--- config.mk ---
export PLATFORM = sky130hd
export DESIGN_NAME = id_ex_stage
export DESIGN_NICKNAME = d
export VERILOG_FILES = /design/src/rtl/id_ex_stage_pkg.sv /design/src/rtl/id_ex_stage_hazard_detect.sv /design/src/rtl/id_ex_stage.sv
export SDC_FILE = /design/constraint.sdc
export NUM_CORES = 1
export LEC_CHECK = 0
export ABC_AREA = 1
export CAP_MARGIN = 20
export CORE_AREA = 2 2 151 153
export CTS_BUF_LIST = sky130_fd_sc_hd__clkbuf_16
export CTS_CLUSTER_SIZE = 16
export DETAILED_ROUTE_END_ITERATION = 12
export DIE_AREA = 0 0 153 155
export PLACE_DENSITY = 0.65
export SETUP_SLACK_MARGIN = 0.5
export SYNTH_ARGS = -nofsm -noshare
export SYNTH_HDL_FRONTEND = slang
export SYNTH_SLANG_ARGS = --single-unit
--- constraint.sdc ---
create_clock -name clk -period 2.07 [get_ports clk]
set_clock_uncertainty 0.15 [all_clocks]
set_input_delay 0.207 -clock clk [delete_from_list [all_inputs] [get_ports clk]]
set_output_delay 0.207 -clock clk [all_outputs]
set_load 0.05 [all_outputs]
--- src/rtl/id_ex_stage_pkg.sv ---
// Shared control encodings used by the ID/EX boundary. These values mirror the core-wide ctrl_encode_def set.
// Also holds the grouped decoded-control type and the bubble value for that group.
package id_ex_stage_pkg;

  localparam logic [2:0] NPC_PLUS4 = 3'b000;
  localparam logic [4:0] ALUOp_nop = 5'b00000;

  typedef struct packed {
    logic       regwrite;
    logic       memwrite;
    logic       alusrc;
    logic       ltype;
    logic [4:0] aluop;
    logic [2:0] npcop;
    logic [1:0] wdsel;
    logic [2:0] dm_ctrl;
  } ctrl_t;

  function automatic ctrl_t bubble_ctrl();
    ctrl_t c;
    c       = '0;
    c.aluop = ALUOp_nop;
    c.npcop = NPC_PLUS4;
    return c;
  endfunction

endpackage

--- src/rtl/id_ex_stage_hazard_detect.sv ---
// Combinational load-use detector: a load sitting in EX whose destination a valid ID instruction reads.
// Loads that target x0 never count as a hazard.
module hazard_detect #(
  parameter int REG_AW = 5
) (
  input  logic              ex_valid,
  input  logic              ex_ltype,
  input  logic [REG_AW-1:0] ex_rd,
  input  logic              id_valid,
  input  logic [REG_AW-1:0] id_rs1,
  input  logic [REG_AW-1:0] id_rs2,
  input  logic              id_use_rs1,
  input  logic              id_use_rs2,
  output logic              lu
);

  logic w_load_in_ex;
  logic w_src_match;

  assign w_load_in_ex = ex_valid & ex_ltype & (ex_rd != '0);
  assign w_src_match  = (id_use_rs1 & (id_rs1 == ex_rd)) | (id_use_rs2 & (id_rs2 == ex_rd));
  assign lu           = w_load_in_ex & id_valid & w_src_match;

endmodule

--- src/rtl/id_ex_stage.sv ---
// ID/EX pipeline register with load-use bubble insertion, EX hold freeze and EX-resolved flush.
// Optional event counters are enabled by defining ID_EX_PERF_CNT_EN.
module id_ex_stage
  import id_ex_stage_pkg::*;
#(
  parameter int XLEN   = 32,
  parameter int REG_AW = 5
) (
  input  logic              clk,
  input  logic              rst,
  input  logic              id_valid,
  input  logic [XLEN-1:0]   id_pc,
  input  logic [REG_AW-1:0] id_rs1,
  input  logic [REG_AW-1:0] id_rs2,
  input  logic [REG_AW-1:0] id_rd,
  input  logic              id_use_rs1,
  input  logic              id_use_rs2,
  input  logic [XLEN-1:0]   id_rd1,
  input  logic [XLEN-1:0]   id_rd2,
  input  logic [XLEN-1:0]   id_imm,
  input  logic              id_regwrite,
  input  logic              id_memwrite,
  input  logic              id_alusrc,
  input  logic              id_ltype,
  input  logic [4:0]        id_aluop,
  input  logic [2:0]        id_npcop,
  input  logic [1:0]        id_wdsel,
  input  logic [2:0]        id_dm_ctrl,
  input  logic              ex_flush,
  input  logic              ex_hold,
  output logic              ex_valid,
  output logic [XLEN-1:0]   ex_pc,
  output logic [XLEN-1:0]   ex_rd1,
  output logic [XLEN-1:0]   ex_rd2,
  output logic [XLEN-1:0]   ex_imm,
  output logic [REG_AW-1:0] ex_rs1,
  output logic [REG_AW-1:0] ex_rs2,
  output logic [REG_AW-1:0] ex_rd,
  output logic              ex_regwrite,
  output logic              ex_memwrite,
  output logic              ex_alusrc,
  output logic              ex_ltype,
  output logic [4:0]        ex_aluop,
  output logic [2:0]        ex_npcop,
  output logic [1:0]        ex_wdsel,
  output logic [2:0]        ex_dm_ctrl,
  output logic              stall_if,
  output logic [31:0]       perf_bubbles,
  output logic [31:0]       perf_flushes
);

  logic              r_valid;
  logic [XLEN-1:0]   r_pc;
  logic [XLEN-1:0]   r_rd1;
  logic [XLEN-1:0]   r_rd2;
  logic [XLEN-1:0]   r_imm;
  logic [REG_AW-1:0] r_rs1;
  logic [REG_AW-1:0] r_rs2;
  logic [REG_AW-1:0] r_rd;
  ctrl_t             r_ctrl;

  ctrl_t             w_id_ctrl;
  logic              w_lu;
  logic              w_bubble;

  hazard_detect #(.REG_AW(REG_AW)) u_hazard (
    .ex_valid   (r_valid),
    .ex_ltype   (r_ctrl.ltype),
    .ex_rd      (r_rd),
    .id_valid   (id_valid),
    .id_rs1     (id_rs1),
    .id_rs2     (id_rs2),
    .id_use_rs1 (id_use_rs1),
    .id_use_rs2 (id_use_rs2),
    .lu         (w_lu)
  );

  assign w_id_ctrl = '{regwrite: id_regwrite, memwrite: id_memwrite, alusrc: id_alusrc,
                       ltype: id_ltype, aluop: id_aluop, npcop: id_npcop,
                       wdsel: id_wdsel, dm_ctrl: id_dm_ctrl};

  // Hold freezes everything; otherwise a flush, a load-use or an empty ID slot all load a bubble.
  assign w_bubble = ~ex_hold & (ex_flush | w_lu | ~id_valid);

  always_ff @(posedge clk) begin
    if (rst || w_bubble) begin
      r_valid <= 1'b0;
      r_pc    <= '0;
      r_rd1   <= '0;
      r_rd2   <= '0;
      r_imm   <= '0;
      r_rs1   <= '0;
      r_rs2   <= '0;
      r_rd    <= '0;
      r_ctrl  <= bubble_ctrl();
    end else if (!ex_hold) begin
      r_valid <= id_valid;
      r_pc    <= id_pc;
      r_rd1   <= id_rd1;
      r_rd2   <= id_rd2;
      r_imm   <= id_imm;
      r_rs1   <= id_rs1;
      r_rs2   <= id_rs2;
      r_rd    <= id_rd;
      r_ctrl  <= w_id_ctrl;
    end
  end

  // A flush discards the ID instruction upstream, so it never needs to be held.
  assign stall_if = ~rst & (ex_hold | (w_lu & ~ex_flush));

  assign ex_valid    = r_valid;
  assign ex_pc       = r_pc;
  assign ex_rd1      = r_rd1;
  assign ex_rd2      = r_rd2;
  assign ex_imm      = r_imm;
  assign ex_rs1      = r_rs1;
  assign ex_rs2      = r_rs2;
  assign ex_rd       = r_rd;
  assign ex_regwrite = r_ctrl.regwrite;
  assign ex_memwrite = r_ctrl.memwrite;
  assign ex_alusrc   = r_ctrl.alusrc;
  assign ex_ltype    = r_ctrl.ltype;
  assign ex_aluop    = r_ctrl.aluop;
  assign ex_npcop    = r_ctrl.npcop;
  assign ex_wdsel    = r_ctrl.wdsel;
  assign ex_dm_ctrl  = r_ctrl.dm_ctrl;

`ifdef ID_EX_PERF_CNT_EN
  logic [31:0] r_perf_bubbles;
  logic [31:0] r_perf_flushes;

  always_ff @(posedge clk) begin
    if (rst) begin
      r_perf_bubbles <= '0;
      r_perf_flushes <= '0;
    end else if (!ex_hold) begin
      if (ex_flush)  r_perf_flushes <= r_perf_flushes + 32'd1;
      else if (w_lu) r_perf_bubbles <= r_perf_bubbles + 32'd1;
    end
  end

  assign perf_bubbles = r_perf_bubbles;
  assign perf_flushes = r_perf_flushes;
`else
  assign perf_bubbles = '0;
  assign perf_flushes = '0;
`endif

endmodule

==> metrics.md <==
| Metric | Value |
|---|---|
| Cells after DPL | ~1300 |
| # rows | 55 |
| Area Overhead vs Synth | 83.7% |
| Area contributors post-synth | dfxtp_1 51%, mux2i_1 23%, nor2_1 10% |
| Count leader, synth | nor2_1 |
| WL final | 20600 um |
| Die width | ~150 um |
| Worst min path class | primary input to flop |
| R2r endpoint | ex_pc[11]$_SDFFE_PP0N_ |
| Drt wl/cell | between 15 and 20 um |
| Hpwl dp | roughly 14000 um |
| Crit. End Element | output pin |
| Clock Sinks | 161 |
| FMAX | approximately 490 MHz |
| Non-filler cells, final | ~1300 |
| Reg2Reg Depth | 16 |
| Initial antenna violation count | 0 |
| Period utilisation layout | 0.993 |
| PD cells | roughly 730 mW/mm^2 |
| Tot GR Track Use | 0.171 |
| Post-synth cell types | 17 |
| Die Ht | 155 um |
| Number of synthesized flops with an enable pin | 0 |
| Leak Pwr | 5.14 nW |
| CTS max path bufs | 2 |
| # IOs | between 300 and 400 |
| Post-synth top flop | dfxtp_1 |
| Drt first pass iters | 4 |
| FF-to-FF setup slack | about 0.030 ns |
| First-pass GRT wire length | about 32000 um |
| Clk root buf | clkbuf_16 |
| Vias per inst | ~4.2 |
| Full die area | 0.0237 mm^2 |
| Worst EP required | roughly 1.7 ns |
| CTS H-tree depth | 4 |
| Port buffer count | 328 |
| Global placer's final weighted congestion | between 0.8 and 0.9 |
| Post-synthesis instance total | 669 |
| Critical path arrival | 1.70 ns |
| R2R Path Start | ex_rd[2]$_SDFFE_PP0N_ |
| Syn. warnings | 0 |
| Crit path launch type | flop |
| Hold Crit Start | ex_hold |
| Post-route ant nets | 0 |
| GRT Residual Overflow | 0 |
| Net Sw Frac | 0.328 |
| Final-report hold violation count | 0 |
| Clk Latency, worst-skew pair | between 0.4 and 0.5 ns |
| Final core occ | 0.527 |
| CTS tree | built |
| Worst min-delay path endpoint | ex_ltype$_SDFFE_PP0N_ |
| Run status | finished clean |
| Number of global-route vias before repair | between 5000 and 6000 |
| Hold Buf Count CTS | 0 |
| Switching power | 0.00282 W |
| Initial core utilization | 0.287 |
| Avg Cell Area, Syn | roughly 9.5 um^2 |
| Part of the power in registers | 0.385 |
| Clock transition at path regs | 0.07 ns |
| DR DRC count | 0 |
| CP Max Fanout | 4 |
| Synth top area share | 0.506 |
| Total CTS buffers | 17 |
| Pint | around 0.0058 W |
| Slew Limit Fails | 0 |
| Initial drt markers | approximately 100 |
| Total number of vias | ~5700 |
| NumNets Final | roughly 1200 |
| Flops & latches, synth | about 160 |
| Max-cap check violation count | 0 |
| Register area share after synthesis | 0.506 |
| Final setup vio count | 0 |
| Post-synth top cells | 171 x nor2_1, 161 x dfxtp_1, 145 x mux2i_1 |
| Hold path cells | 4 |
| Comb power frac | 0.249 |
| WS Path Type | flop to output pin |
| Asr flop ratio synth | 0 |
| Unrepaired setup endpoints after global routing | yes |
| Cell taking the most area after synthesis | dfxtp_1 |
| Share of cells above drive strength 1 | 0.309 |
| Cell Area, Synth | roughly 0.0064 mm^2 |
| Post-route minimum period | roughly 2.1 ns |
| Largest net degree at the start of global routing | 43 |
| Clock network power share | 0.366 |
| Core area | 0.0222 mm^2 |
| Ant diodes | 0 |
| Worst IR Drop VDD | about 0.47 mV |
## layer usage
metal	part of all wire	vias to the layer above	track usage
met5	0	-	0
met4	0.0093	0	0.0450
met3	0.086	11	0.0635
met2	0.52	241	0.312
met1	0.38	2661	0.188
li1	-	2807	-
## final cells by class
class                           count  area [um^2]
Tap cell                          285          357
Sequential cell                   161         3250
Multi-Input combinational cell    451         2770
Clock buffer                       17          425
Inverter                           20         82.6
Timing Repair Buffer              397         4650
Fill cell                        2047        10500
Clock inverter                     15          169
## state kept, by name, summed over array words and instances, names as in the netlist
name	cells
ex_aluop	5
ex_alusrc	1
ex_dm_ctrl	3
ex_imm	32
ex_ltype	1
ex_memwrite	1
ex_npcop	3
ex_pc	32
ex_rd	5
ex_rd1	32
ex_rd2	32
ex_regwrite	1
ex_rs1	5
ex_rs2	5
ex_valid	1
ex_wdsel	2
## through the flow
step	area, um^2	setup WS, ns	total power (W)	TNS (ns)	hold WS (ns)
after CTS	11600	0.00936	0.00868	0	0.114
after global placement	9850	-0.0916	0.00522	-11.55	0.336
after global routing	11700	-0.110	0.00898	-2.82	0.152
final	11700	0.0138	0.00859	0	0.135
after detailed placement	9850	-0.116	0.00523	-13.86	0.348
after floorplan	6650	0.432	0.00461	0	0.216
## power by group through the flow
stage | registers, W | logic (W) | clock network (W)
after detailed placement | 0.00338 | 0.00185 | 0
after global routing | 0.00333 | 0.00225 | 0.00340
after floorplan | 0.00385 | 0.000755 | 0
after global placement | 0.00337 | 0.00184 | 0
after CTS | 0.00331 | 0.00212 | 0.00325
final | 0.00331 | 0.00214 | 0.00314
## worst max-delay path, cell delays in order, from the launching register on
cell and delay, ns:
dfxtp_4 0.38, inv_4 0.05, nand2_1 0.06, nand2_1 0.07, nor2_1 0.09, nand3_1 0.08, nand2_1 0.09, nand2_2 0.07
nor2_2 0.11, o21a_2 0.15, buf_12 0.14
## what timing repair did
item	4_1_cts	5_1_grt
endpoints found under the setup margin	322	189
setup buffers	22	4
resized for setup	556	71
cloned	19	2
pin swaps	5	9
## worst max path at each step
stage	cells after the start	start	end	slack [ns]
global route	10	ex_rd[1]$_SDFFE_PP0N_	stall_if	-0.11
floorplan	13	ex_rd[2]$_SDFFE_PP0N_	ex_imm[23]$_SDFFE_PP0N_	0.43
finish	10	ex_rd[2]$_SDFFE_PP0N_	stall_if	0.01
global placement	11	id_valid	ex_rd[3]$_SDFFE_PP0N_	-0.09
CTS	10	ex_rd[2]$_SDFFE_PP0N_	stall_if	0.009
detailed placement	11	id_valid	ex_rs2[2]$_SDFFE_PP0N_	-0.12
## placed cells by master (no fill, tap or decap), types with 2 or more instances in the layout
master,instances
clkdlybuf4s18_2,11
dfxtp_1,154
nand2_2,6
buf_8,4
buf_6,6
buf_4,18
inv_8,5
nor2_1,128
buf_16,21
inv_4,3
clkdlybuf4s15_2,133
clkbuf_16,19
clkinv_4,2
nand2_1,42
nor2_2,43
buf_12,20
nand3_1,2
clkdlybuf4s50_1,165
clkinv_8,4
mux2i_1,145
inv_2,2
inv_1,14
o21ai_0,16
dfxtp_4,7
inv_6,2
conb_1,64
buf_2,15
## kinds of logic (layout without fill, tap and decap cells)
family	after synthesis	in the layout	synth area share
other	1	64	0.000589
AND/OR/NAND/NOR	224	224	0.133
buffers and inverters	120	449	0.118
multiplexers	145	145	0.228
flip-flops	161	161	0.506
AO/OA/AOI/OAI	18	18	0.0145
Power figures use the tool's default switching activity.
